[config.mk]
export PLATFORM = sky130hd
export DESIGN_NAME = i2c_slave_ctrl
export DESIGN_NICKNAME = d
export VERILOG_FILES = /design/src/rtl/i2c_ctrl_pkg.sv /design/src/rtl/i2c_reg_file.sv /design/src/rtl/i2c_slave_ctrl.sv
export SDC_FILE = /design/constraint.sdc
export NUM_CORES = 1
export LEC_CHECK = 0
export BUFFER_PORTS_ARGS = -buffer_cell sky130_fd_sc_hd__buf_2
export CAP_MARGIN = 5
export CORE_UTILIZATION = 58
export DETAILED_ROUTE_END_ITERATION = 12
export PLACE_DENSITY_LB_ADDON = 0.3
export SLEW_MARGIN = 25
export SYNTH_ARGS = -nofsm -noshare
export SYNTH_HDL_FRONTEND = slang
export SYNTH_SLANG_ARGS = --single-unit
[constraint.sdc]
create_clock -name clk -period 3.3 [get_ports clk]
set_input_delay 0.495 -clock clk [delete_from_list [all_inputs] [get_ports clk]]
set_output_delay 0.495 -clock clk [all_outputs]
set_load 0.1 [all_outputs]
[src/rtl/i2c_ctrl_pkg.sv]
// Shared types and constants for the I2C slave controller and its register bank.
package i2c_ctrl_pkg;

  typedef enum logic [2:0] {
    ST_IDLE,
    ST_ADDR,
    ST_PTR,
    ST_WRITE,
    ST_RD_LOAD,
    ST_RD_WAIT,
    ST_IGNORE
  } state_t;

  localparam logic RW_WRITE = 1'b0;
  localparam logic RW_READ  = 1'b1;

  localparam logic [6:0] DEFAULT_DEV_ADDR = 7'h40;

endpackage

[src/rtl/i2c_reg_file.sv]
// NUM_REGS x 8 register bank: one synchronous write port, combinational read,
// flattened view of every register for the LED/PWM logic.
module i2c_reg_file #(
  parameter  int unsigned NUM_REGS = 16,
  localparam int unsigned PTR_W    = $clog2(NUM_REGS)
) (
  input  logic                  clk,
  input  logic                  reset,
  input  logic                  we,
  input  logic [PTR_W-1:0]      waddr,
  input  logic [7:0]            wdata,
  input  logic [PTR_W-1:0]      raddr,
  output logic [7:0]            rdata,
  output logic [NUM_REGS*8-1:0] regs_flat
);

  logic [7:0] regs_q [NUM_REGS];
  logic [7:0] regs_d [NUM_REGS];

  always_comb begin
    regs_d = regs_q;
    if (we) regs_d[waddr] = wdata;
  end

  always_ff @(posedge clk) begin
    for (int unsigned i = 0; i < NUM_REGS; i++) begin
      regs_q[i] <= reset ? '0 : regs_d[i];
    end
  end

  always_comb begin
    rdata     = regs_q[raddr];
    regs_flat = '0;
    for (int unsigned i = 0; i < NUM_REGS; i++) begin
      regs_flat[8*i +: 8] = regs_q[i];
    end
  end

endmodule

[src/rtl/i2c_slave_ctrl.sv]
// Byte-level I2C slave controller: address match, pointer load, auto-incrementing
// register writes and streamed register reads on top of the bus bit engine.
module i2c_slave_ctrl
  import i2c_ctrl_pkg::*;
#(
  parameter  logic [6:0]  DEV_ADDR = DEFAULT_DEV_ADDR,
  parameter  int unsigned NUM_REGS = 16,
  localparam int unsigned PTR_W    = $clog2(NUM_REGS)
) (
  input  logic                  clk,
  input  logic                  reset,
  input  logic                  bus_start,
  input  logic                  bus_stop,
  input  logic [7:0]            rx_data,
  input  logic                  rx_valid,
  input  logic                  tx_ready,
  output logic [7:0]            tx_data,
  output logic                  tx_req,
  output logic                  ack_req,
  output logic [NUM_REGS*8-1:0] regs_flat,
  output logic                  reg_wr_stb,
  output logic [PTR_W-1:0]      reg_wr_addr,
  output logic                  busy
);

  state_t           state_q, state_d;
  logic [PTR_W-1:0] ptr_q, ptr_d;
  logic [7:0]       tx_data_q, tx_data_d;
  logic             tx_req_q, tx_req_d;
  logic             ack_req_q, ack_req_d;
  logic             tx_ready_prev_q;
  logic             wr_en;
  logic [7:0]       rd_data;

  i2c_reg_file #(.NUM_REGS(NUM_REGS)) u_regs (
    .clk      (clk),
    .reset    (reset),
    .we       (wr_en),
    .waddr    (ptr_q),
    .wdata    (rx_data),
    .raddr    (ptr_q),
    .rdata    (rd_data),
    .regs_flat(regs_flat)
  );

  always_ff @(posedge clk) begin
    if (reset) begin
      state_q         <= ST_IDLE;
      ptr_q           <= '0;
      tx_data_q       <= '0;
      tx_req_q        <= 1'b0;
      ack_req_q       <= 1'b0;
      tx_ready_prev_q <= 1'b0;
    end else begin
      state_q         <= state_d;
      ptr_q           <= ptr_d;
      tx_data_q       <= tx_data_d;
      tx_req_q        <= tx_req_d;
      ack_req_q       <= ack_req_d;
      tx_ready_prev_q <= tx_ready;
    end
  end

  always_comb begin
    state_d   = state_q;
    ptr_d     = ptr_q;
    tx_data_d = tx_data_q;
    tx_req_d  = 1'b0;
    ack_req_d = 1'b0;
    wr_en     = 1'b0;
    // START outranks STOP, which outranks any byte arriving in the same cycle.
    if (bus_start) begin
      state_d = ST_ADDR;
    end else if (bus_stop) begin
      state_d = ST_IDLE;
    end else begin
      case (state_q)
        ST_ADDR: if (rx_valid) begin
          if (rx_data[7:1] == DEV_ADDR) begin
            ack_req_d = 1'b1;
            state_d   = (rx_data[0] == RW_READ) ? ST_RD_LOAD : ST_PTR;
          end else begin
            state_d = ST_IGNORE;
          end
        end
        ST_PTR: if (rx_valid) begin
          if (32'(rx_data) < NUM_REGS) begin
            ptr_d     = rx_data[PTR_W-1:0];
            ack_req_d = 1'b1;
            state_d   = ST_WRITE;
          end else begin
            state_d = ST_IGNORE;
          end
        end
        ST_WRITE: if (rx_valid) begin
          wr_en     = 1'b1;
          ack_req_d = 1'b1;
          ptr_d     = ptr_q + PTR_W'(1);
        end
        ST_RD_LOAD: if (tx_ready) begin
          tx_data_d = rd_data;
          tx_req_d  = 1'b1;
          ptr_d     = ptr_q + PTR_W'(1);
          state_d   = ST_RD_WAIT;
        end
        ST_RD_WAIT: if (tx_ready && !tx_ready_prev_q) begin
          state_d = ST_RD_LOAD;
        end
        default: ;
      endcase
    end
  end

  always_comb begin
    tx_data     = tx_data_q;
    tx_req      = tx_req_q;
    ack_req     = ack_req_q;
    reg_wr_stb  = wr_en & ~reset;
    reg_wr_addr = ptr_q;
    busy        = (state_q != ST_IDLE);
  end

endmodule
==> metrics.yaml <==
first_pass_iters: 5
cts_resized: 0
grt_antenna_before_repair: 0
switching_share_pct: 21.6
leakage_nw: 4.42
final_cells: 899
ff2ff_setup_slack_ns: 0.80
clock-sinks: 146
ys_ff_latch: 146
relSlewSlack_pct: 38.4
synthesis.nets: 636
synthFlopType: "dfxtp_1"
crit_path_max_fanout: 28
viasPerCell: 6.26
p_clk_share_pct: 49.7
ant_nets: 0
die_w_um: 109
grt_max_degree: 92
hold_buffers: 0
dp_hpwl_mm: 12.8
cts_max_level: 4
synth-edff-count: 0
synth.yosys.seq_area_share_pct: 43.9
ir_drop_uv: 338
n_fill_cell: 777
cp_data_required_time_ns: 2.80
io-pin-count: 158
finClkSkew_ns: 0.0155
hold_viol_final: 0
max_cap_violations: 0
setup_viol: 0
post-route-period-util_pct: 81.3
final.setup.tns_ns: 0
cts_buffers: 17
wirelength_mm: 19.0
p_int_mw: 2.95
yosys_warnings: 0
worstMarginPinSlew_ns: 0.924
holdCritPathClass: "in -> reg"
cp-end-kind: "output pin"
finalPower_mw: 3.76
clockBufferDepth: 2
p_sw_uw: 814
cts_tree: "done"
port_buffers: 157
core_area_mm2: 0.0110
rsz0062_at_grt: "no"
n_antenna_cell: 0
cp.arrival_ns: 2.19
synth_cells: 618
power.density_mw_per_mm2: 470
rows: 38
period_minus_slack_ns: 2.68
clk_pin_slew_ns: 0.06
synth_async_sr_flop_share_pct: 0
grt_pass1_wl_mm: 29.0
pwr-share-seq_pct: 47.1
drive_above_1_share_pct: 30.7
syn-mean-instance-area_um2: 10.8
ys_types: 50
drc: 0
clk_latency_ns: 0.42
vias: 5626
wl_per_cell_um: 21.2
fin_nets: 766
area_growth_pct: 20.5
start_util_pct: 60.3
cts_root_buf: "clkbuf_16"
track_usage_pct: 32.9
drv_slew: 0
gr-total-overflow: 0
placed_cells: 869
grt_pass1_vias: 5245
place.gp.congestion: 1.00
fmax_mhz: 373
cts_setup_buffers: 0
chipHeight_um: 109
drt_first_iter_violations: 529
syn-cell-area_mm2: 0.00665
dieArea_mm2: 0.0119
status: "complete, no violations"
crit_type: "reg -> out"
start_kind: "flop"
combPwrFrac_pct: 3.2
-- synth_stat cells (2+ instances only) --
| cell type | number | area [um2] |
|---|---|---|
| a211oi_1 | 4 | 30.0 |
| a21oi_1 | 7 | 35.0 |
| a22oi_1 | 4 | 30.0 |
| a311oi_1 | 6 | 52.6 |
| and2_1 | 2 | 12.5 |
| and3_1 | 2 | 12.5 |
| and3b_1 | 2 | 17.5 |
| buf_1 | 2 | 7.51 |
| buf_2 | 16 | 80.1 |
| buf_4 | 3 | 22.5 |
| clkbuf_1 | 32 | 120 |
| dfxtp_1 | 146 | 2920 |
| ha_1 | 4 | 50.1 |
| inv_1 | 5 | 18.8 |
| mux2i_1 | 142 | 1420 |
| mux4_1 | 9 | 236 |
| mux4_2 | 23 | 518 |
| nand2_1 | 6 | 22.5 |
| nand3_1 | 2 | 10.0 |
| nand3b_1 | 2 | 15.0 |
| nand4_1 | 8 | 50.1 |
| nand4_2 | 9 | 113 |
| nor2_1 | 140 | 526 |
| nor2b_1 | 5 | 31.3 |
| nor4_1 | 2 | 12.5 |
| o21a_1 | 3 | 22.5 |
| o21ai_0 | 3 | 15.0 |
| o22ai_1 | 4 | 25.0 |
| or3_1 | 2 | 12.5 |
| or3b_1 | 2 | 17.5 |
| or4b_1 | 2 | 20.0 |
-- placed cells by master, fill, tap and decap left out, drive strengths merged, types with 3 or more instances in the layout --
master / n
o22ai: 4
o21a: 3
dfxtp: 146
a211oi: 4
inv: 6
nand4: 17
a311oi: 6
clkinv: 4
ha: 4
nor2b: 5
buf: 165
a22oi: 4
mux4: 32
a21oi: 7
nand2: 6
o21ai: 4
nor4: 3
mux2i: 142
nor2: 141
clkinvlp: 4
clkbuf: 20
-- kinds of logic after synthesis --
family | count (synthesis) | share of synthesized area [%]
simple gates | 192 | 14.1
mux | 175 | 32.9
flops | 146 | 43.9
buf+inv | 60 | 3.97
compound gates | 41 | 4.36
fa+ha+maj | 4 | 0.752
-- cell type report --
| cell class | count | area (um2) | area share (%) |
|---|---|---|---|
| clock inverters | 10 | 110 | 1.37 |
| repair buffers | 165 | 848 | 10.6 |
| clock buffers | 20 | 467 | 5.82 |
| flip-flops and latches | 146 | 2930 | 36.5 |
| well taps | 140 | 175 | 2.19 |
| inverters | 6 | 22.5 | 0.281 |
| multi-input cells | 412 | 3470 | 43.2 |
-- power by group through the flow --
stage,clock (mW),combinational [mW],sequential (mW)
detailed placement,0,0.117,1.81
finish,1.87,0.120,1.77
floorplan,0,0.0867,1.81
global placement,0,0.115,1.81
global route,1.97,0.127,1.77
CTS,1.88,0.118,1.77
-- worst max-delay path, stage by stage (launching register included) --
cell	delay, ns
dfxtp_2	0.86
buf_4	0.42
buf_2	0.49
-- registers in the layout, indices dropped and copies added (netlist names) --
signal	cells
ack_req	1
reg_wr_addr	4
state_q	3
tx_data	8
tx_ready_prev_q	1
tx_req	1
u_regs.regs_flat	128
-- path summary, 6_finish.rpt --
| kind | startpoint | end | cells after the start |
|---|---|---|---|
| setup / recovery | reg_wr_addr[1] | reg_wr_addr[1] | 2 |
| hold / removal | bus_start | state_q[0] | 2 |
| setup reg to reg | reg_wr_addr[0] | u_regs.regs_flat[0] | 6 |
| hold reg to reg | tx_data[5] | tx_data[5] | 2 |
-- metal layers --
| layer | global-route usage [%] | share of wire, % | vias to the layer above |
|---|---|---|---|
| met5 | 0 | 0 | - |
| met3 | 7.83 | 8.9 | 40 |
| met1 | 43.8 | 41 | 2758 |
| met4 | 12.7 | 2.1 | 0 |
| li1 | - | - | 2486 |
| met2 | 51.8 | 49 | 342 |
-- through the flow --
stage	hold slack (ns)	cell area [um2]	util [%]	setup WS, ns
after floorplan	0.605	6650	-	0.606
after global placement	0.471	7440	67.4	0.886
after CTS	0.301	8010	72.6	0.590
final	0.309	8010	72.7	0.617
after global routing	0.304	8010	72.7	0.537
after detailed placement	0.498	7440	67.4	0.734
No activity file was read; power rests on OpenSTA's default activity.
